$ cat src/rtl/led_matrix_scan.sv
// led_matrix_scan: display driver for a 4-column x 8-row LED matrix.
//
// It scans one 32-bit display word onto the matrix, one column per slot of DWELL_CYCLES
// clocks. Each slot starts with BLANK_CYCLES of dead time, with every LED and every column
// off, to suppress ghosting. A 4-bit PWM then gates the rows during the rest of the slot.
//
// Optional feature: define LED_SCAN_DBUF_EN to double-buffer the word. In that mode a loaded
// word waits in a pending register and is shown from the next frame boundary, so a frame is
// never torn. Without the macro, a load writes the display register directly.
//
// Ports:
//   clk12MHz     scan clock
//   rst          asynchronous reset, active-high
//   data_in      display word; [31:24] is column 0 ... [7:0] is column 3
//   load         single-cycle strobe that captures data_in
//   brightness   PWM level: 0 is off, 15 is full on; latched once per slot
//   leds         row drive, active-low; leds[i] is bit i of the current column byte
//   lcol         column enables, one-hot, active-high
//   frame_pulse  one-cycle pulse in the first cycle of each frame
//   pending      a loaded word is waiting to be shown (always 0 without LED_SCAN_DBUF_EN)
module led_matrix_scan #(
  parameter int unsigned DWELL_CYCLES = 3000,
  parameter int unsigned BLANK_CYCLES = 64,
  parameter int unsigned CNT_W        = 12
) (
  input  logic        clk12MHz,
  input  logic        rst,
  input  logic [31:0] data_in,
  input  logic        load,
  input  logic [3:0]  brightness,
  output logic [7:0]  leds,
  output logic [3:0]  lcol,
  output logic        frame_pulse,
  output logic        pending
);

  localparam logic [CNT_W-1:0] CntLast  = CNT_W'(DWELL_CYCLES - 1);
  localparam logic [CNT_W-1:0] CntBlank = CNT_W'(BLANK_CYCLES);
  localparam logic [CNT_W-1:0] CntLatch = CNT_W'(BLANK_CYCLES - 1);

  typedef enum logic {StBlank, StActive} state_e;

  logic [CNT_W-1:0] cnt_q, cnt_d;
  logic [1:0]       col_q, col_d;
  logic [31:0]      disp_q, disp_d;
  logic [3:0]       bright_q, bright_d;
  logic [7:0]       leds_q, leds_d;
  logic [3:0]       lcol_q, lcol_d;
  logic             frame_q, frame_d;

  state_e      state;
  logic        boundary;
  logic [31:0] show_word;
  logic [7:0]  col_byte;
  logic [3:0]  pwm_phase;
  logic        gate;

`ifdef LED_SCAN_DBUF_EN
  logic [31:0] pdata_q, pdata_d;
  logic        pend_q, pend_d;
`endif

  always_comb begin
    state    = (cnt_q < CntBlank) ? StBlank : StActive;
    boundary = (cnt_q == CntLast) && (col_q == 2'd3);
    cnt_d    = (cnt_q == CntLast) ? '0 : cnt_q + CNT_W'(1);
    col_d    = (cnt_q == CntLast) ? col_q + 2'd1 : col_q;
    bright_d = (cnt_q == CntLatch) ? brightness : bright_q;
    frame_d  = boundary;

`ifdef LED_SCAN_DBUF_EN
    disp_d  = disp_q;
    pdata_d = pdata_q;
    pend_d  = pend_q;
    if (load && boundary) begin
      // A load on the boundary itself skips the pending stage.
      disp_d = data_in;
      pend_d = 1'b0;
    end else begin
      if (boundary && pend_q) begin
        disp_d = pdata_q;
        pend_d = 1'b0;
      end
      if (load) begin
        pdata_d = data_in;
        pend_d  = 1'b1;
      end
    end
    show_word = disp_q;
`else
    disp_d    = load ? data_in : disp_q;
    // Use the incoming word so a load is visible on the very next output cycle.
    show_word = disp_d;
`endif

    unique case (col_q)
      2'd0:    col_byte = show_word[31:24];
      2'd1:    col_byte = show_word[23:16];
      2'd2:    col_byte = show_word[15:8];
      default: col_byte = show_word[7:0];
    endcase

    pwm_phase = 4'(cnt_q - CntBlank);
    gate      = (bright_q == 4'hF) || ((bright_q != 4'h0) && (pwm_phase < bright_q));

    if (state == StBlank) begin
      leds_d = 8'hFF;
      lcol_d = 4'b0000;
    end else begin
      leds_d = gate ? ~col_byte : 8'hFF;
      lcol_d = 4'b0001 << col_q;
    end
  end

  always_ff @(posedge clk12MHz or posedge rst) begin
    if (rst) begin
      cnt_q    <= '0;
      col_q    <= 2'd0;
      disp_q   <= 32'h0;
      bright_q <= 4'h0;
      leds_q   <= 8'hFF;
      lcol_q   <= 4'b0000;
      frame_q  <= 1'b0;
`ifdef LED_SCAN_DBUF_EN
      pdata_q  <= 32'h0;
      pend_q   <= 1'b0;
`endif
    end else begin
      cnt_q    <= cnt_d;
      col_q    <= col_d;
      disp_q   <= disp_d;
      bright_q <= bright_d;
      leds_q   <= leds_d;
      lcol_q   <= lcol_d;
      frame_q  <= frame_d;
`ifdef LED_SCAN_DBUF_EN
      pdata_q  <= pdata_d;
      pend_q   <= pend_d;
`endif
    end
  end

  assign leds        = leds_q;
  assign lcol        = lcol_q;
  assign frame_pulse = frame_q;
`ifdef LED_SCAN_DBUF_EN
  assign pending     = pend_q;
`else
  assign pending     = 1'b0;
`endif

endmodule

$ cat config.mk
export PLATFORM = sky130hd
export DESIGN_NAME = led_matrix_scan
export DESIGN_NICKNAME = d
export VERILOG_FILES = /design/src/rtl/led_matrix_scan.sv
export SDC_FILE = /design/constraint.sdc
export NUM_CORES = 1
export LEC_CHECK = 0
export ABC_CLOCK_PERIOD_IN_PS = 6550
export CORE_MARGIN = 3
export CORE_UTILIZATION = 50
export DETAILED_ROUTE_END_ITERATION = 8
export PLACE_DENSITY_LB_ADDON = 0.12
export SYNTH_ARGS = -nofsm -noshare
export SYNTH_HDL_FRONTEND = slang
export SYNTH_SLANG_ARGS = --single-unit
export TNS_END_PERCENT = 30
$ cat constraint.sdc
create_clock -name clk12MHz -period 6.55 [get_ports clk12MHz]
set_input_delay 1.6375 -clock clk12MHz [delete_from_list [all_inputs] [get_ports clk12MHz]]
set_output_delay 1.6375 -clock clk12MHz [all_outputs]
set_load 0.03 [all_outputs]
==> flow_summary.json <==
{
  "crit_path_cell_trace": "clkdlybuf4s50_1 > buf_4 > mux2_2 > a222oi_1 > nand2_1 > o2111ai_1",
  "synth_seq_area_share_pct": 57.61,
  "syn_area_sq_um": 2754,
  "crit_slowest_cell": "clkdlybuf4s50_1",
  "post-route-util_pct": 66.90,
  "synth_top_family_by_area": "multiplexers",
  "antennaDiodeCount": 0,
  "multi_input_area_sq_um": 1055,
  "final_max_slew_viol_count": 0,
  "rows": 26,
  "power_frac_seq_pct": 51.4,
  "rsz0062_at_grt": "no",
  "cp_top_family": "buffers and inverters",
  "critPathLaunchType": "input port",
  "wl_mm": 5.439,
  "synth.area.top_cells": "dfrtp_1 50%, mux2_2 12%, dfstp_2 7.6%",
  "die_w_um": 80.22,
  "gp_congestion": 0.7856,
  "worstPathRequired_ns": 6.79,
  "fin_ws_ns": 3.338,
  "r2r_start": "cnt_q[3]$_DFF_PP0_",
  "end_kind": "register",
  "crit_cells": 6,
  "firstDrtPassIters": 4,
  "synth_edf_count": 0,
  "yosysWarningCount": 0,
  "r2r_slack_ns": 4.62,
  "synth_compound_area_share_pct": 7.951,
  "design_area_sq_um": 3482,
  "p_per_area_nw_per_um2": 232.4,
  "holdWs_ns": 0.4974,
  "synth_xor_xnor_area_share_pct": 2.862,
  "syn_inst": 207,
  "hold_violations": 0,
  "p_comb_share_pct": 9.6,
  "drive_above_1_share_pct": 23.02,
  "synth_top_area_cell": "dfrtp_1",
  "ant_nets": 0,
  "syn_nets": 255,
  "grt_max_degree": 64,
  "nets": 308,
  "track_usage_pct": 18.38,
  "wl_per_cell_um": 16.24,
  "num_vias": 1783,
  "p_leak_nw": 1.544,
  "synth_mux_area_share_pct": 15.54,
  "ctsHoldBuffers": 0,
  "synth_cell_types": 37,
  "cts.sinks": 63,
  "synth_adder_area_share_pct": 4.089,
  "ys_ff_latch": 63,
  "maxCapViolations": 0,
  "fin_crit_sh_pct": 49.04,
  "synthArstFlopShare_pct": 100.0,
  "area_growth_pct": 26.44,
  "via_per_inst": 5.322,
  "place_area_sq_um": 3292,
  "cts_made_buffers": 9,
  "power_frac_clock_pct": 39.0,
  "sw_frac_of_total_pct": 21.46,
  "grt_pass1_vias": 1800,
  "status": "completed",
  "grt-ovfl-total": 0,
  "ff2ff_path_depth": 5,
  "yosys-top-cells-count": "55 x dfrtp_1, 30 x mux2_2, 12 x nand2_1",
  "hold_class": "reg -> reg",
  "place_inst": 319,
  "insertion_delay_ns": 0.32,
  "max_stage_delay_ns": 0.46,
  "fill_cells": 404,
  "crit_end": "leds[4]$_DFF_PP1_",
  "place_ws_ns": 3.023,
  "antenna_found_initial": 0,
  "htree_levels": 3,
  "critPathLaunch": "load",
  "path_max_fanout": 32,
  "synth_top_area_share_pct": 49.98,
  "dp_hpwl_mm": 3.609,
  "start_util_pct": 52.91,
  "fp.dieArea_sq_um": 6434,
  "port_buffers": 51,
  "worstSetupPathType": "in -> reg",
  "cts_resized": 0,
  "clk_path_buf_depth": 2,
  "tightest_slew_ns": 0.7681,
  "p_total_mw": 0.8093,
  "grt_pass1_wl_mm": 8.756,
  "setup_viol": 0,
  "p_int_mw": 0.6356,
  "postCtsSetupBuffers": 0,
  "clock_skew_ns": 0.003951,
  "synth_simple_gate_area_share_pct": 7.724,
  "drc_errors": 0,
  "clk_pin_slew_ns": 0.06,
  "drt_iter0_markers": 134,
  "slew_headroom_pct": 48.79,
  "arrival_ns": 3.45,
  "ir_drop_v": 0.0001468,
  "synthFlopType": "dfrtp_1",
  "fin_cells": 335,
  "yosysMostFrequentCell": "dfrtp_1",
  "path_buf_inv": 2,
  "regArea_sq_um": 1587,
  "dieHeight_um": 80.22,
  "cts-root-buf": "clkbuf_8",
  "pin_count": 53,
  "syn_avg_cell_area_sq_um": 13.30,
  "fmax_mhz": 311.3,
  "cts_tree": "built",
  "r2r_end": "leds[4]$_DFF_PP1_",
  "p_sw_mw": 0.1736,
  "core_sq_um": 5205,
  "final.setup.tns_ns": 0,
  "min_period_ns": 3.212
}
## registers in the layout, summed over array words and instances, names as in the netlist
name / flops
disp_q: 32
leds: 8
bright_q: 4
frame_pulse: 1
col_q: 2
cnt_q: 12
lcol: 4
## power groups by stage
stage	registers (mW)	logic (mW)	clock network [mW]
after global routing	0.418	0.0851	0.342
after CTS	0.416	0.0793	0.323
after floorplan	0.421	0.0477	0
after global placement	0.422	0.0776	0
after detailed placement	0.423	0.0783	0
final	0.416	0.0779	0.315
## worst register-to-register path, delay by kind of cell (launching register included)
kind	cells	cell delay, ns
fa+ha+maj	1	0.34
flops	1	0.45
compound gates	4	1.02
## layout make-up
class | count | share of cell area, %
multi-input combinational | 123 | 30.29
sequential | 63 | 45.56
tap | 70 | 2.515
clock buffer | 16 | 5.462
timing repair buffer | 53 | 15.09
inverter | 10 | 1.078
## kinds of logic (layout without fill, tap and decap cells)
family	count (synthesis)	after routing
AO/OA/AOI/OAI	25	25
AND/OR/NAND/NOR	43	43
flip-flops	63	63
other	1	1
buffers and inverters	21	79
adder cells (fa/ha/maj)	9	9
XOR/XNOR	9	9
multiplexers	36	36
## routing by layer
layer	global-route usage (%)	wire length, um
met1	22.16	2239
met2	31.29	2847
met3	4.933	254
met4	7.095	97
met5	0	0
## placed cells by master (no fill, tap or decap), types with 2 or more instances in the layout
cell / instances
and2_1: 5
nand2_1: 12
buf_4: 2
clkbuf_8: 13
nand4_1: 2
nor2_1: 11
o2111ai_1: 8
dfrtp_1: 55
a41o_1: 2
nand3_1: 6
clkbuf_1: 3
dfstp_2: 8
mux2_4: 6
xor2_1: 3
ha_1: 9
inv_1: 9
mux2_2: 30
a222oi_1: 8
clkdlybuf4s50_1: 51
xnor2_1: 6
a311oi_1: 2
## worst min path at each step
| stage | from | slack [ns] | cells after the start | end |
|---|---|---|---|---|
| after global routing | disp_q[9]$_DFF_PP0_ | 0.51 | 1 | disp_q[9]$_DFF_PP0_ |
| after detailed placement | disp_q[18]$_DFF_PP0_ | 0.48 | 1 | disp_q[18]$_DFF_PP0_ |
| final | disp_q[6]$_DFF_PP0_ | 0.50 | 1 | disp_q[6]$_DFF_PP0_ |
| after CTS | disp_q[19]$_DFF_PP0_ | 0.50 | 1 | disp_q[19]$_DFF_PP0_ |
| after floorplan | disp_q[11]$_DFF_PP0_ | 0.47 | 1 | disp_q[11]$_DFF_PP0_ |
| after global placement | disp_q[30]$_DFF_PP0_ | 0.48 | 1 | disp_q[30]$_DFF_PP0_ |
Power figures use the tool's default switching activity.
